[src/rtl/ff_rom_loader.sv]
// ff_rom_loader: packs the hps_io byte stream into 16-bit words and writes
// them to a single-ported memory over a req/ack handshake. ioctl_wait holds
// off the HPS while a write is outstanding, and rom_ready is raised once the
// whole image has been written.
//
// state   | meaning
// --------+-------------------------------------------------------------
// S_IDLE  | no download seen since reset
// S_LOAD  | download active, no write outstanding, bytes accepted
// S_WR    | first (or only) word of a byte event on the memory port
// S_WR2   | queued odd-byte word issued after a stale even byte
// S_FLUSH | download ended with an unpaired even byte; write it alone
// S_DONE  | image complete, rom_ready high
module ff_rom_loader #(
  parameter logic [7:0]  ROM_INDEX = 8'd0,
  parameter logic [24:0] ROM_BYTES = 25'h40000,
  parameter int          AW        = 24
) (
  input  logic          clk_sys,
  input  logic          reset,
  input  logic          ioctl_download,
  input  logic [7:0]    ioctl_index,
  input  logic          ioctl_wr,
  input  logic [24:0]   ioctl_addr,
  input  logic [7:0]    ioctl_dout,
  output logic          ioctl_wait,
  output logic [AW-1:0] mem_addr,
  output logic [15:0]   mem_din,
  output logic [1:0]    mem_be,
  output logic          mem_req,
  input  logic          mem_ack,
  output logic          rom_ready,
  output logic          overflow
);

  typedef enum logic [2:0] {
    S_IDLE,
    S_LOAD,
    S_WR,
    S_WR2,
    S_FLUSH,
    S_DONE
  } state_t;

  state_t        r_state;
  logic          r_dl_prev;

  // even byte waiting for its odd partner
  logic          r_pend_valid;
  logic [7:0]    r_pend_byte;
  logic [AW-1:0] r_pend_waddr;

  // odd-byte word deferred behind a stale even byte
  logic          r_q_valid;
  logic [AW-1:0] r_q_addr;
  logic [15:0]   r_q_din;
  logic [1:0]    r_q_be;

  // one-cycle low gap on mem_req before WR2/FLUSH raise it again
  logic          r_arm;

  logic          r_wait;
  logic          r_req;
  logic [AW-1:0] r_addr;
  logic [15:0]   r_din;
  logic [1:0]    r_be;
  logic          r_ready;
  logic          r_ovf;

  logic          w_start;
  logic          w_in_range;
  logic          w_odd;
  logic [AW-1:0] w_waddr;
  logic          w_pend_match;
  logic          w_ack;
  logic          w_dl_end;
  logic          w_busy;
  logic          w_violation;

  assign w_start      = ioctl_download & ~r_dl_prev & (ioctl_index == ROM_INDEX);
  assign w_in_range   = (ioctl_addr < ROM_BYTES);
  assign w_odd        = ioctl_addr[0];
  assign w_waddr      = ioctl_addr[AW:1];
  assign w_pend_match = r_pend_valid & (r_pend_waddr == w_waddr);
  assign w_ack        = r_req & mem_ack;
  assign w_dl_end     = ~ioctl_download;
  assign w_busy       = (r_state == S_WR) || (r_state == S_WR2) || (r_state == S_FLUSH);
  // bytes arriving while idle or done are simply not ours to care about
  assign w_violation  = ioctl_wr & (w_busy | ((r_state == S_LOAD) & r_wait));

  // Loader FSM with registered memory-port and status outputs
  always_ff @(posedge clk_sys) begin
    if (reset) begin
      r_state      <= S_IDLE;
      r_dl_prev    <= 1'b0;
      r_pend_valid <= 1'b0;
      r_pend_byte  <= 8'h00;
      r_pend_waddr <= '0;
      r_q_valid    <= 1'b0;
      r_q_addr     <= '0;
      r_q_din      <= 16'h0000;
      r_q_be       <= 2'b00;
      r_arm        <= 1'b0;
      r_wait       <= 1'b0;
      r_req        <= 1'b0;
      r_addr       <= '0;
      r_din        <= 16'h0000;
      r_be         <= 2'b00;
      r_ready      <= 1'b0;
      r_ovf        <= 1'b0;
    end else begin
      r_dl_prev <= ioctl_download;
      if (w_start) begin
        // a fresh matching download abandons whatever was in flight
        r_state      <= S_LOAD;
        r_ready      <= 1'b0;
        r_ovf        <= 1'b0;
        r_pend_valid <= 1'b0;
        r_q_valid    <= 1'b0;
        r_arm        <= 1'b0;
        r_req        <= 1'b0;
        r_wait       <= 1'b0;
      end else begin
        if (w_violation) r_ovf <= 1'b1;
        case (r_state)
          S_IDLE: begin
          end

          S_LOAD: begin
            if (ioctl_wr && !r_wait) begin
              if (!w_in_range) begin
                r_ovf <= 1'b1;
              end else if (w_odd) begin
                r_state      <= S_WR;
                r_wait       <= 1'b1;
                r_req        <= 1'b1;
                r_pend_valid <= 1'b0;
                if (w_pend_match) begin
                  r_addr <= w_waddr;
                  r_din  <= {ioctl_dout, r_pend_byte};
                  r_be   <= 2'b11;
                end else if (r_pend_valid) begin
                  r_addr    <= r_pend_waddr;
                  r_din     <= {8'h00, r_pend_byte};
                  r_be      <= 2'b01;
                  r_q_valid <= 1'b1;
                  r_q_addr  <= w_waddr;
                  r_q_din   <= {ioctl_dout, 8'h00};
                  r_q_be    <= 2'b10;
                end else begin
                  r_addr <= w_waddr;
                  r_din  <= {ioctl_dout, 8'h00};
                  r_be   <= 2'b10;
                end
              end else begin
                r_pend_valid <= 1'b1;
                r_pend_byte  <= ioctl_dout;
                r_pend_waddr <= w_waddr;
                if (r_pend_valid) begin
                  r_state <= S_WR;
                  r_wait  <= 1'b1;
                  r_req   <= 1'b1;
                  r_addr  <= r_pend_waddr;
                  r_din   <= {8'h00, r_pend_byte};
                  r_be    <= 2'b01;
                end
              end
            end else if (w_dl_end) begin
              if (r_pend_valid) begin
                r_state <= S_FLUSH;
                r_wait  <= 1'b1;
                r_arm   <= 1'b1;
              end else begin
                r_state <= S_DONE;
                r_ready <= 1'b1;
              end
            end
          end

          S_WR: begin
            if (w_ack) begin
              r_req <= 1'b0;
              if (r_q_valid) begin
                r_state <= S_WR2;
                r_arm   <= 1'b1;
              end else if (w_dl_end && r_pend_valid) begin
                r_state <= S_FLUSH;
                r_arm   <= 1'b1;
              end else if (w_dl_end) begin
                r_state <= S_DONE;
                r_wait  <= 1'b0;
                r_ready <= 1'b1;
              end else begin
                r_state <= S_LOAD;
                r_wait  <= 1'b0;
              end
            end
          end

          S_WR2: begin
            if (r_arm) begin
              r_arm     <= 1'b0;
              r_req     <= 1'b1;
              r_addr    <= r_q_addr;
              r_din     <= r_q_din;
              r_be      <= r_q_be;
              r_q_valid <= 1'b0;
            end else if (w_ack) begin
              r_req <= 1'b0;
              if (w_dl_end && r_pend_valid) begin
                r_state <= S_FLUSH;
                r_arm   <= 1'b1;
              end else if (w_dl_end) begin
                r_state <= S_DONE;
                r_wait  <= 1'b0;
                r_ready <= 1'b1;
              end else begin
                r_state <= S_LOAD;
                r_wait  <= 1'b0;
              end
            end
          end

          S_FLUSH: begin
            if (r_arm) begin
              r_arm  <= 1'b0;
              r_req  <= 1'b1;
              r_addr <= r_pend_waddr;
              r_din  <= {8'h00, r_pend_byte};
              r_be   <= 2'b01;
            end else if (w_ack) begin
              r_req        <= 1'b0;
              r_pend_valid <= 1'b0;
              r_state      <= S_DONE;
              r_wait       <= 1'b0;
              r_ready      <= 1'b1;
            end
          end

          S_DONE: begin
          end

          default: r_state <= S_IDLE;
        endcase
      end
    end
  end

  assign ioctl_wait = r_wait;
  assign mem_req    = r_req;
  assign mem_addr   = r_addr;
  assign mem_din    = r_din;
  assign mem_be     = r_be;
  assign rom_ready  = r_ready;
  assign overflow   = r_ovf;

endmodule

[config.mk]
export PLATFORM = sky130hd
export DESIGN_NAME = ff_rom_loader
export DESIGN_NICKNAME = d
export VERILOG_FILES = /design/src/rtl/ff_rom_loader.sv
export SDC_FILE = /design/constraint.sdc
export NUM_CORES = 1
export LEC_CHECK = 0
export ABC_AREA = 1
export BUFFER_PORTS_ARGS = -buffer_cell sky130_fd_sc_hd__buf_2
export CAP_MARGIN = 20
export CORE_MARGIN = 2
export CORE_UTILIZATION = 30
export DETAILED_ROUTE_END_ITERATION = 10
export PLACE_DENSITY = 0.49
export REMOVE_ABC_BUFFERS = 1
export SETUP_SLACK_MARGIN = 0.02
export SLEW_MARGIN = 20
export SYNTH_ARGS = -nofsm -noshare
export SYNTH_HDL_FRONTEND = slang
export SYNTH_SLANG_ARGS = --single-unit
[constraint.sdc]
create_clock -name clk_sys -period 1.59 [get_ports clk_sys]
set_input_delay 0.159 -clock clk_sys [delete_from_list [all_inputs] [get_ports clk_sys]]
set_output_delay 0.159 -clock clk_sys [all_outputs]
set_load 0.05 [all_outputs]
[Word level (Yosys, flattened, before mapping)]
Index checks and enable logic that the tools add are counted.
Cells by class
  $lt $le $gt $ge: 1
  eq/ne operators: 36
  muxes and demuxes: 98
  bitwise operators: 13
  reduce and logical (&&, ||, !) cells: 26
Operators with widths (count)
  2-to-1 mux 24 bit: 8
  2-to-1 mux 16 bit: 8
  case mux 24 bit (3 select lines): 1
  2-to-1 mux 1 bit: 51
  case mux 16 bit (3 select lines): 1
  2-to-1 mux 3 bit: 13
  inequality test 2 bit (second input constant): 15
  AND reduction 9 bit: 3
  less-than comparator 25 x 19 -> 1 bit (second input constant): 1
  == test 24 bit: 1
  inequality test 3 bit (second input constant): 7
  AND reduction 7 bit: 3
  2-to-1 mux 2 bit: 8
  case mux 3 bit (5 select lines): 1
  case mux 1 bit (4 select lines): 3
  AND reduction 10 bit: 1
  AND reduction 5 bit: 2
  zero test 8 bit: 1
  inequality test 4 bit (second input constant): 2
  bitwise AND 1 bit: 6
  == test 3 x 2 -> 1 bit (second input constant): 2
  == test 3 bit (second input constant): 2
  inequality test 3 x 2 -> 1 bit (second input constant): 2
  NOT 1 bit: 6
  18 further kinds: 26
Word-level totals
  flip-flop bits (word level): 118
  input port bits: 46

[Depth between registers and ports, before layout]
Gate-level depths: netlist (run 1).
  depth in word-level cells: 9
  gate-level depth with buffers: 13

[Worst setup path after synthesis (run 1)]
OpenSTA, ideal clock, no wires.
  kind: flip-flop to flip-flop
  from: reg r_wait, in the netlist ioctl_wait
  to: reg r_q_din[10]
  setup time: 0.113 ns
  arrival: 1.678 ns
  required time: 1.477 ns
  setup slack: -0.202 ns
  cell stages (with the launch flop): 13
  path buffers: 1
  clock period less this slack: 1.792 ns
  cell sequence: dfxtp_1 > inv_1 > nand2_1 > inv_1 > nand2_1 > nor2_1 > nand2_1 > nor2_1 > nand3_1 > clkbuf_1 > nand2_1 > nand2_1 > nor2_1
Between the ends
  word-level cells in the longest chain between the ends: 3
RTL lines
  start, declared: line 62  | logic r_wait;
  start signal, assigned: line 104  | r_wait <= 1'b0;
  start signal, assigned: line 122  | r_wait <= 1'b0;
  start signal, assigned: line 135  | r_wait <= 1'b1;
  zero test 1 bit: line 130  | if (ioctl_wr && !r_wait) begin
  logical AND 1 bit: line 130
  AND reduction 7 bit (no line)
  end signal, assigned: line 148  | r_q_din <= {ioctl_dout, 8'h00};
  end, declared: line 56  | logic [15:0] r_q_din;
No other way between the ends.
A chain may end at the register's enable or synchronous reset.

[Final worst setup path (run 1)]
  from: reg r_state[0]
  to: reg r_din[14], in the netlist mem_din[14]
Between the ends
  word-level cells in the longest chain between the ends: 3
  elaborated cells between the ends (all ways): 11
RTL lines
  start, declared: line 45  | state_t r_state;
  start signal, assigned: line 94  | r_state <= S_IDLE;
  start signal, assigned: line 115  | r_state <= S_LOAD;
  start signal, assigned: line 134  | r_state <= S_WR;
  == test 3 x 1 -> 1 bit, or another cell as far along: line 125  | case (r_state)
  inequality test 3 bit (no line), or another cell as far along
  AND reduction 7 bit (no line)
  end signal, assigned: line 140  | r_din <= {ioctl_dout, r_pend_byte};
  end signal, assigned: line 144  | r_din <= {8'h00, r_pend_byte};
  end signal, assigned: line 152  | r_din <= {ioctl_dout, 8'h00};
  end, declared: line 65  | logic [15:0] r_din;
Several ways; a longest one is shown, not always the timed one.

==> results.sh, run 1 <==
export IMPL_drt_antenna_violating_nets=0
export IMPL_die_y_um=145
export IMPL_post_synth_most_frequent_cells="267 x sky130_fd_sc_hd__nand2_1, 124 x sky130_fd_sc_hd__nor2_1, 118 x sky130_fd_sc_hd__dfxtp_1, 113 x sky130_fd_sc_hd__inv_1, 98 x sky130_fd_sc_hd__a21oi_1"
export IMPL_clock_latency_ns=0.44
export IMPL_cts_buffers=17
export IMPL_grt_max_degree=50
export IMPL_critPathCaptureType="flip-flop"
export IMPL_post_drt_wl_per_cell_um=16.0
export IMPL_crit_type="flip-flop to flip-flop"
export IMPL_io_pin_count=92
export IMPL_worst_hold_startpoint="ioctl_addr[8]"
export IMPL_whs_ns=0.00745
export IMPL_detailedRoute_firstPassIterationCount=5
export IMPL_fp_dieW_um=145
export IMPL_cts_root_buf="sky130_fd_sc_hd__clkbuf_16"
export IMPL_final_layout_size_suffix_gt1_frac=0.450
export IMPL_timing_slew_headroom=0.736
export IMPL_ys_async_sr_fraction=0
export IMPL_hold_path_end="r_q_addr[7]"
export IMPL_synthDistinctLibCells=26
export IMPL_cp_data_arrival_time_ns=2.22
export IMPL_postSynthCellCount=958
export IMPL_setup_viol=117
export IMPL_layout_min_cycle_time_ns=1.89
export IMPL_vias=7165
export IMPL_synth_enable_flop_cells=0
export IMPL_initial_core_util=0.306
export IMPL_area_growth_pct=75.0
export IMPL_synthMostInstantiatedCell="sky130_fd_sc_hd__nand2_1"
export IMPL_globalRouteTotalUtil=0.213
export IMPL_num_nets_final=1266
export IMPL_worstReg2RegStart="r_state[0]"
export IMPL_synthesis_area_per_instance_um2=6.22
export IMPL_holdCritPathClass="input port to flip-flop"
export IMPL_hpwlAfterDp_um=13500
export IMPL_initial_antenna_violation_count=0
export IMPL_yosysWarningCount=0
export IMPL_failed_checks="setup timing"
export IMPL_clock_tree_from_tritoncts="yes"
export IMPL_status="complete, but fails checks"
export IMPL_critical_path_startpoint_type="flip-flop"
export IMPL_worst_r2r_setup_slack_ns=-0.30
export IMPL_clkSlewWorstSetupHoldPaths_ns=0.06
export IMPL_port_buffer_count=91
export IMPL_ys_seq_elements=118
export IMPL_post_synth_main_area_contributors="sky130_fd_sc_hd__dfxtp_1 40%, sky130_fd_sc_hd__nand2_1 17%, sky130_fd_sc_hd__a21oi_1 8.2%"
export IMPL_n_antenna_cell=0
export IMPL_hold_path_cell_count=3
export IMPL_finClkSkew_ns=0.0110
export IMPL_tritoncts_num_sinks=118
export IMPL_core_area_um2=19500
export IMPL_max_freq_mhz=529
export IMPL_synth_top_flop_cell="sky130_fd_sc_hd__dfxtp_1"
export IMPL_sum_of_overflow_across_all_layers_after_global_routing=0
export IMPL_nFillCells=1844
export IMPL_power_density_nw_per_um2=816
export IMPL_drt_drc_violations_left=0
export IMPL_synth_largest_type_area_fraction=0.396
export IMPL_finish_utilization=0.536
export IMPL_reg2reg_depth=14
export IMPL_cts_htree_levels=4
export IMPL_setup_ws_ns=-0.300
export IMPL_die_area_um2=21000
export IMPL_drv_max_cap_violation_count=0
export IMPL_core_rowCount=51
export IMPL_crit_reg2reg_capture="mem_din[14]"
export IMPL_setup_repair_after_global_routing_missed_its_margin="yes"
export IMPL_drv_slew=0
export IMPL_finalCritPeriodShare=1.19
export IMPL_worst_pin_slew_ns=0.392
export IMPL_irDropWorstVdd_mv=0.835
export IMPL_worstPathRequired_ns=1.92
export IMPL_synth_largest_area_cell="sky130_fd_sc_hd__dfxtp_1"
export IMPL_top_fanout_value_on_the_critical_path=8
export IMPL_aggregate_negative_setup_slack_ns=-26.44
export IMPL_grt_pass1_vias=6678
export IMPL_drt_iter0_markers=444
export IMPL_place_congestion=0.889
export IMPL_power_leakage_uw=0.00454
export IMPL_synth_yosys_seq_area_share=0.396
export IMPL_synthesis_area_um2=5960
export IMPL_global_route_wire_length_before_repair_um=35400
export IMPL_clock_tree_buffer_depth=2
export IMPL_totalWireLength_um=24000
export IMPL_via_to_cell_ratio=4.78
export IMPL_hold_viol=0
state kept, by name, indices dropped and copies added (netlist names):
signal,flops
r_q_be,1
overflow,1
r_q_addr,24
r_q_valid,1
r_pend_valid,1
ioctl_wait,1
r_arm,1
mem_din,16
mem_be,2
r_pend_byte,8
mem_addr,24
mem_req,1
r_q_din,8
rom_ready,1
r_state,3
r_dl_prev,1
r_pend_waddr,24
worst max-delay path by stage:
stage                        start          end  slack (ns)
finish                  r_state[0]  mem_din[14]       -0.30
global route            r_state[2]  r_q_addr[8]       -0.38
CTS                     r_state[2]  r_q_din[12]       -0.14
detailed placement  ioctl_addr[22]  mem_din[12]       -0.31
global placement        r_state[1]   r_state[1]       -0.34
floorplan             r_pend_valid  mem_din[10]       -1.33
area by class of cell:
cell class / instances / area [um^2] / area share
clock inverters: 14 / 150 / 0.0144
clock buffers: 18 / 439 / 0.0421
well taps: 265 / 332 / 0.0318
flip-flops and latches: 118 / 2370 / 0.227
repair buffers: 294 / 2640 / 0.254
inverters: 120 / 479 / 0.0460
multi-input cells: 669 / 4010 / 0.385
critical path: stages (launching register included):
cell and delay, ns:
sky130_fd_sc_hd__dfxtp_4 0.36, sky130_fd_sc_hd__inv_2 0.10, sky130_fd_sc_hd__nor2_4 0.05, sky130_fd_sc_hd__nand2_2 0.09
sky130_fd_sc_hd__inv_2 0.06, sky130_fd_sc_hd__buf_6 0.13, sky130_fd_sc_hd__buf_6 0.11, sky130_fd_sc_hd__nand2_4 0.07
sky130_fd_sc_hd__nand3_4 0.08, sky130_fd_sc_hd__nor2_4 0.16, sky130_fd_sc_hd__buf_6 0.16, sky130_fd_sc_hd__inv_16 0.06
sky130_fd_sc_hd__clkbuf_16 0.18, sky130_fd_sc_hd__nor2_4 0.09, sky130_fd_sc_hd__a21oi_1 0.07
layout by cell type, fill, tap and decap left out, types with 32 or more instances in the layout:
master and n:
sky130_fd_sc_hd__nand2_1 196, sky130_fd_sc_hd__nor2_1 76, sky130_fd_sc_hd__o21ai_0 54, sky130_fd_sc_hd__inv_1 100, sky130_fd_sc_hd__nand2_4 39, sky130_fd_sc_hd__nand2_2 32, sky130_fd_sc_hd__a21oi_1 55, sky130_fd_sc_hd__buf_4 132
sky130_fd_sc_hd__a21oi_2 43, sky130_fd_sc_hd__buf_2 91, sky130_fd_sc_hd__dfxtp_1 113
logic make-up after synthesis:
logic type / after synthesis / share of synthesized area
AOI/OAI and AO/OA: 220 / 0.191
xor gates and xnor gates: 1 / 0.00147
and+or+nand+nor: 448 / 0.298
DFF: 118 / 0.396
buffers and inverters: 171 / 0.113
metal layers:
metal,track usage,vias up,wire length (um),share of wire
met5,0,-,0,0
li1,-,3589,-,-
met3,0.0440,40,1090,0.046
met2,0.346,197,11500,0.48
met4,0.0748,0,492,0.021
met1,0.280,3339,10900,0.45
repair_timing:
| item | in CTS | in global routing |
|---|---|---|
| resized for setup | 165 | 246 |
| hold endpoints to repair | 13 | 1 |
| setup buffers | 24 | 13 |
| pin swaps | 16 | 64 |
| hold buffers | 10 | 1 |
| setup endpoints to repair | 115 | 117 |
| cloned | 11 | 9 |
stage by stage:
stage | cell area [um^2] | worst slack, ns | instances | total power (uW)
2_1_floorplan | 5740 | -1.33 | 907 | 3660
3_3_place_gp | 7720 | -0.337 | 1404 | 4330
3_5_place_dp | 7720 | -0.308 | 1404 | 4320
4_1_cts | 9360 | -0.140 | 1481 | 8340
5_1_grt | 10400 | -0.383 | 1498 | 8810
6_report | 10400 | -0.300 | 1498 | 8510
report_power, final:
group,switching [uW],internal [uW],leakage [uW],total [uW]
sequential,39.4,3000,0.000954,3040
combinational,956,609,0.00332,1570
clock,1550,2350,0.000271,3910
total,2550,5960,0.00454,8510
Power figures use the tool's default switching activity.
==> run 2, diff against run 1 <==
--- a/config.mk
+++ b/config.mk
@@ -5,13 +5,12 @@
 export SDC_FILE = /design/constraint.sdc
 export NUM_CORES = 1
 export LEC_CHECK = 0
-export ABC_AREA = 1
 export BUFFER_PORTS_ARGS = -buffer_cell sky130_fd_sc_hd__buf_2
 export CAP_MARGIN = 20
 export CORE_MARGIN = 2
 export CORE_UTILIZATION = 30
 export DETAILED_ROUTE_END_ITERATION = 10
-export PLACE_DENSITY = 0.49
+export PLACE_DENSITY = 0.5
 export REMOVE_ABC_BUFFERS = 1
 export SETUP_SLACK_MARGIN = 0.02
 export SLEW_MARGIN = 20
==> results.sh, run 2 <==
export IMPL_power_leakage_uw=0.00360
export IMPL_worst_pin_slew_ns=0.430
export IMPL_hold_path_cell_count=3
export IMPL_globalRouteTotalUtil=0.194
export IMPL_holdCritPathClass="input port to flip-flop"
export IMPL_grt_pass1_vias=5777
export IMPL_initial_core_util=0.304
export IMPL_synth_enable_flop_cells=0
export IMPL_reg2reg_depth=9
export IMPL_core_rowCount=49
export IMPL_clkSlewWorstSetupHoldPaths_ns=0.06
export IMPL_cts_htree_levels=4
export IMPL_worstReg2RegStart="r_pend_waddr[5]"
export IMPL_drv_slew=0
export IMPL_critical_path_startpoint_type="flip-flop"
export IMPL_n_antenna_cell=0
export IMPL_port_buffer_count=91
export IMPL_totalWireLength_um=19700
export IMPL_synthMostInstantiatedCell="sky130_fd_sc_hd__dfxtp_1"
export IMPL_worst_hold_startpoint="ioctl_dout[4]"
export IMPL_finClkSkew_ns=0.0107
export IMPL_io_pin_count=92
export IMPL_tritoncts_num_sinks=118
export IMPL_yosysWarningCount=0
export IMPL_finish_cell_count_without_fillers=1099
export IMPL_power_switching_uw=1960
export IMPL_detailed_place_area_um2=6950
export IMPL_synth_largest_area_cell="sky130_fd_sc_hd__dfxtp_1"
export IMPL_area_growth_pct=68.4
export IMPL_pwr_share_seq=0.392
export IMPL_power_internal_uw=5580
export IMPL_post_synth_main_area_contributors="sky130_fd_sc_hd__dfxtp_1 43%, sky130_fd_sc_hd__a21oi_1 7.3%, sky130_fd_sc_hd__nor2_1 6.2%"
export IMPL_drt_iter0_markers=299
export IMPL_mostFrequentLayoutCells="107 x sky130_fd_sc_hd__dfxtp_1, 96 x sky130_fd_sc_hd__buf_4, 90 x sky130_fd_sc_hd__buf_2, 84 x sky130_fd_sc_hd__nor2_1, 47 x sky130_fd_sc_hd__a21oi_1"
export IMPL_power_density_nw_per_um2=823
export IMPL_synth_largest_type_area_fraction=0.434
export IMPL_irDropWorstVdd_mv=0.799
export IMPL_synth_top_flop_cell="sky130_fd_sc_hd__dfxtp_1"
export IMPL_place_detailed_instances=1023
export IMPL_layout_commonest_cell="sky130_fd_sc_hd__dfxtp_1"
export IMPL_initial_antenna_violation_count=0
export IMPL_setup_viol=115
export IMPL_finalCritPeriodShare=1.22
export IMPL_drt_drc_violations_left=0
export IMPL_finish_utilization=0.512
export IMPL_synthDistinctLibCells=50
export IMPL_clock_tree_buffer_depth=2
export IMPL_crit_type="flip-flop to flip-flop"
export IMPL_post_synth_most_frequent_cells="118 x sky130_fd_sc_hd__dfxtp_1, 90 x sky130_fd_sc_hd__nor2_1, 79 x sky130_fd_sc_hd__a21oi_1, 57 x sky130_fd_sc_hd__nand2_1, 34 x sky130_fd_sc_hd__a22oi_1"
export IMPL_postSynthCellCount=644
export IMPL_grt_max_degree=36
export IMPL_num_nets_final=903
export IMPL_synthesis_area_per_instance_um2=8.45
export IMPL_place_congestion=0.858
export IMPL_final_layout_size_suffix_gt1_frac=0.522
export IMPL_part_of_the_power_in_combinational_logic=0.074
export IMPL_max_freq_mhz=516
export IMPL_post_route_cell_area_um2=9170
export IMPL_synthesis_area_um2=5440
export IMPL_post_drt_wl_per_cell_um=18.0
export IMPL_crit_reg2reg_capture="r_q_din[8]"
export IMPL_layout_min_cycle_time_ns=1.94
export IMPL_cts_root_buf="sky130_fd_sc_hd__clkbuf_16"
export IMPL_worst_r2r_setup_slack_ns=-0.35
export IMPL_sum_of_overflow_across_all_layers_after_global_routing=0
export IMPL_nFillCells=1572
export IMPL_drt_antenna_violating_nets=0
export IMPL_die_y_um=139
export IMPL_fp_dieW_um=139
export IMPL_hold_path_end="r_pend_byte[4]"
export IMPL_critPathCaptureType="flip-flop"
export IMPL_failed_checks="setup timing"
export IMPL_synth_yosys_seq_area_share=0.434
export IMPL_detailedRoute_firstPassIterationCount=6
export IMPL_clock_latency_ns=0.43
export IMPL_ys_seq_elements=118
export IMPL_power_switching_fraction=0.260
export IMPL_die_area_um2=19200
export IMPL_ys_async_sr_fraction=0
export IMPL_via_to_cell_ratio=5.16
export IMPL_vias=5669
export IMPL_pwr_share_clk=0.534
export IMPL_timing_slew_headroom=0.712
export IMPL_cts_buffers=17
export IMPL_cp_data_arrival_time_ns=2.24
export IMPL_status="complete, but fails checks"
export IMPL_setup_ws_ns=-0.347
export IMPL_drv_max_cap_violation_count=0
export IMPL_top_fanout_value_on_the_critical_path=10
export IMPL_setup_repair_after_global_routing_missed_its_margin="yes"
export IMPL_aggregate_negative_setup_slack_ns=-29.04
export IMPL_hold_viol=0
export IMPL_global_route_wire_length_before_repair_um=29900
export IMPL_hpwlAfterDp_um=11700
export IMPL_core_area_um2=17900
export IMPL_clock_tree_from_tritoncts="yes"
export IMPL_worstPathRequired_ns=1.89
export IMPL_p_total_uw=7540
[run 2: changes by cell type after synthesis, sizes merged, moves of 24 or more]
cell / change
o21ai: -88
a22oi: +34
xnor2: +24
inv: -117
a31oi: +27
mux2i: +28
nor2: -37
nand2: -211
[run 2: power by group through the flow]
stage | sequential, uW | clock (uW) | combinational [uW]
6_report | 2960 | 4030 | 556
5_1_grt | 2960 | 4230 | 591
4_1_cts | 2960 | 4100 | 485
3_5_place_dp | 3030 | 0 | 423
3_3_place_gp | 3030 | 0 | 421
2_1_floorplan | 3030 | 0 | 129
[run 2: critical path, stage by stage, from the launching register on]
cell                       delay, ns
sky130_fd_sc_hd__dfxtp_1        0.33
sky130_fd_sc_hd__xnor2_2        0.17
sky130_fd_sc_hd__nand4_1        0.26
sky130_fd_sc_hd__nor4_4         0.30
sky130_fd_sc_hd__buf_4          0.19
sky130_fd_sc_hd__a211oi_4       0.07
sky130_fd_sc_hd__buf_6          0.13
sky130_fd_sc_hd__buf_12         0.14
sky130_fd_sc_hd__mux2i_1        0.16
sky130_fd_sc_hd__nor2_1         0.05
[run 2: cell families (layout without fill, tap and decap cells)]
| kind of cell | Yosys count | after routing | share of synthesized area |
|---|---|---|---|
| buffers and inverters | 57 | 282 | 0.0579 |
| xor gates and xnor gates | 24 | 24 | 0.0386 |
| AOI/OAI and AO/OA | 186 | 186 | 0.216 |
| muxes | 28 | 28 | 0.0515 |
| and+or+nand+nor | 231 | 232 | 0.202 |
| DFF | 118 | 118 | 0.434 |
[run 2: how the worst max path moves through the flow]
stage	start	end	slack [ns]	depth (start not counted)
floorplan	ioctl_wait	r_q_addr[17]	-1.84	6
global placement	r_state[0]	mem_addr[11]	-0.48	8
detailed placement	ioctl_addr[21]	mem_din[0]	-0.46	9
CTS	r_state[1]	r_q_din[8]	-0.33	9
global route	r_pend_waddr[5]	mem_addr[1]	-0.42	8
finish	r_pend_waddr[5]	r_q_din[8]	-0.35	9
[run 2: stage by stage]
stage | hold WS, ns | setup WS [ns]
after floorplan | 0.224 | -1.84
after detailed placement | 0.440 | -0.465
after CTS | 0.00103 | -0.327
after global placement | 0.437 | -0.477
after global routing | 0.00103 | -0.416
final | 0.000603 | -0.347
[run 2: final cells by class]
cell class | instances | area [um^2] | share of cell area
Inverter | 2 | 7.51 | 0.000819
Timing Repair Buffer | 248 | 2110 | 0.231
Sequential cell | 118 | 2380 | 0.260
Clock inverter | 15 | 183 | 0.0199
Tap cell | 229 | 287 | 0.0313
Multi-Input combinational cell | 470 | 3760 | 0.411
Clock buffer | 17 | 425 | 0.0464
[run 2: routing by layer]
metal / routed length, um / track usage
met3: 843 / 0.0459
met5: 0 / 0
met1: 8670 / 0.238
met2: 9820 / 0.329
met4: 405 / 0.0808
[run 2: timing repair]
action,in CTS,in global routing
endpoints found under the hold margin,4,1
gates cloned,7,4
pin swaps,69,91
resized for setup,160,128
hold buffers,4,1
endpoints found under the setup margin,117,117
buffers inserted,22,14
==> run 3, diff against run 2 <==
--- a/config.mk
+++ b/config.mk
@@ -17,3 +17,4 @@
 export SYNTH_ARGS = -nofsm -noshare
 export SYNTH_HDL_FRONTEND = slang
 export SYNTH_SLANG_ARGS = --single-unit
+export TNS_END_PERCENT = 5
==> results.sh, run 3 (synthesis results as in run 2) <==
export IMPL_setup_repair_after_global_routing_missed_its_margin="yes"
export IMPL_maxUsedRoutingLayer="met4"
export IMPL_clock_tree_buffer_depth=2
export IMPL_p_total_uw=7480
export IMPL_detailedRoute_firstPassIterationCount=5
export IMPL_part_of_the_power_in_combinational_logic=0.068
export IMPL_crit_type="flip-flop to flip-flop"
export IMPL_grt_max_degree=36
export IMPL_tritoncts_num_sinks=118
export IMPL_vias=5426
export IMPL_clkSlewWorstSetupHoldPaths_ns=0.06
export IMPL_io_pin_count=92
export IMPL_drt_iter0_markers=326
export IMPL_num_nets_final=882
export IMPL_initial_antenna_violation_count=0
export IMPL_finish_utilization=0.458
export IMPL_post_drt_wl_per_cell_um=16.5
export IMPL_final_layout_size_suffix_gt1_frac=0.380
export IMPL_worst_pin_slew_ns=0.373
export IMPL_holdCritPathClass="input port to flip-flop"
export IMPL_initial_core_util=0.304
export IMPL_status="complete, but fails checks"
export IMPL_critical_path_startpoint_type="flip-flop"
export IMPL_clock_tree_from_tritoncts="yes"
export IMPL_irDropWorstVdd_mv=0.792
export IMPL_nFillCells=1691
export IMPL_power_switching_fraction=0.255
export IMPL_globalRouteTotalUtil=0.183
export IMPL_aggregate_negative_setup_slack_ns=-25.55
export IMPL_drt_drc_violations_left=0
export IMPL_finalCritPeriodShare=1.20
export IMPL_drv_max_cap_violation_count=0
export IMPL_totalWireLength_um=17800
export IMPL_seqCellArea_um2=2380
export IMPL_failed_checks="setup timing"
export IMPL_cts_htree_levels=4
export IMPL_die_y_um=139
export IMPL_cts_buffers=17
export IMPL_finClkSkew_ns=0.00967
export IMPL_whs_ns=0.0155
export IMPL_pwr_share_clk=0.537
export IMPL_via_to_cell_ratio=5.03
export IMPL_grt_pass1_vias=5463
export IMPL_power_leakage_uw=0.00321
export IMPL_power_switching_uw=1910
export IMPL_pwr_share_seq=0.395
export IMPL_n_antenna_cell=0
export IMPL_timing_slew_headroom=0.751
export IMPL_sum_of_overflow_across_all_layers_after_global_routing=0
export IMPL_met2_wirelength_um=8470
export IMPL_multi_input_comb_area_um2=3080
export IMPL_length_of_routed_wiring_on_met1_um=8210
export IMPL_area_growth_pct=50.6
export IMPL_place_congestion=0.858
export IMPL_hpwlAfterDp_um=11700
export IMPL_port_buffer_count=91
export IMPL_setup_viol=115
export IMPL_drv_slew=0
export IMPL_worstPathRequired_ns=1.90
export IMPL_layout_commonest_cell="sky130_fd_sc_hd__dfxtp_1"
export IMPL_critPathCaptureType="flip-flop"
export IMPL_global_route_wire_length_before_repair_um=28300
export IMPL_hold_viol=0
export IMPL_setup_ws_pre_cts_ns=-0.465
export IMPL_setup_ws_ns=-0.316
export IMPL_routed_wire_length_on_met3_um=844
export IMPL_mostFrequentLayoutCells="109 x sky130_fd_sc_hd__dfxtp_1, 99 x sky130_fd_sc_hd__buf_4, 90 x sky130_fd_sc_hd__buf_2, 86 x sky130_fd_sc_hd__nor2_1, 75 x sky130_fd_sc_hd__a21oi_1"
export IMPL_top_fanout_value_on_the_critical_path=15
export IMPL_core_area_um2=17900
export IMPL_max_freq_mhz=525
export IMPL_power_internal_uw=5570
export IMPL_layout_min_cycle_time_ns=1.91
export IMPL_drt_antenna_violating_nets=0
export IMPL_clock_latency_ns=0.43
export IMPL_core_rowCount=49
export IMPL_cts_root_buf="sky130_fd_sc_hd__clkbuf_16"
export IMPL_power_density_nw_per_um2=913
export IMPL_die_area_um2=19200
export IMPL_cp_data_arrival_time_ns=2.22
export IMPL_fp_dieW_um=139
run 3: layout make-up:
cell class | instances | share of cell area
clock buffers | 17 | 0.0519
flip-flops and latches | 118 | 0.290
multi-input cells | 469 | 0.375
well taps | 229 | 0.0350
clock inverters | 15 | 0.0223
inverters | 2 | 0.000916
repair buffers | 228 | 0.224
run 3: critical path, cell delays in order, from the launching register on:
cell	delay (ns)
sky130_fd_sc_hd__dfxtp_4	0.36
sky130_fd_sc_hd__buf_6	0.13
sky130_fd_sc_hd__nor2b_2	0.16
sky130_fd_sc_hd__buf_4	0.16
sky130_fd_sc_hd__and2_2	0.19
sky130_fd_sc_hd__buf_12	0.13
sky130_fd_sc_hd__nor3_4	0.04
sky130_fd_sc_hd__buf_4	0.16
sky130_fd_sc_hd__buf_12	0.15
sky130_fd_sc_hd__a31oi_2	0.22
sky130_fd_sc_hd__a21oi_1	0.09
run 3: final timing paths:
check / start / to / slack [ns] / depth (start not counted)
max: r_state[2] / mem_addr[11] / -0.32 / 10
min: ioctl_dout[6] / r_pend_byte[6] / 0.02 / 3
max reg2reg: r_state[2] / mem_addr[11] / -0.32 / 10
min reg2reg: r_pend_byte[3] / r_pend_byte[3] / 0.45 / 2
run 3: power groups by stage:
| stage | Sequential, uW | Clock, uW | Combinational, uW |
|---|---|---|---|
| 6_report | 2960 | 4020 | 507 |
| 5_1_grt | 2950 | 4230 | 547 |
| 3_5_place_dp | 3030 | 0 | 423 |
| 4_1_cts | 2960 | 4100 | 468 |
| 2_1_floorplan | 3030 | 0 | 129 |
| 3_3_place_gp | 3030 | 0 | 421 |
run 3: per-layer routing:
layer | vias up | track usage
met1 | 2577 | 0.231
met2 | 134 | 0.305
met4 | 0 | 0.0702
met5 | - | 0
li1 | 2690 | -
met3 | 25 | 0.0421
run 3: repair_timing:
| action | in CTS | in global routing |
|---|---|---|
| endpoints found under the hold margin | 6 | 0 |
| gates cloned | 3 | 2 |
| endpoints found under the setup margin | 117 | 117 |
| hold buffers | 6 | 0 |
| pin swaps | 26 | 25 |
| resized for setup | 54 | 35 |
| setup buffers | 7 | 6 |
run 3: stage by stage:
step | std cells | cell area, um^2
after floorplan | 589 | 5140
after global placement | 1023 | 6950
after detailed placement | 1023 | 6950
after CTS | 1071 | 7970
after global routing | 1078 | 8200
final | 1078 | 8200
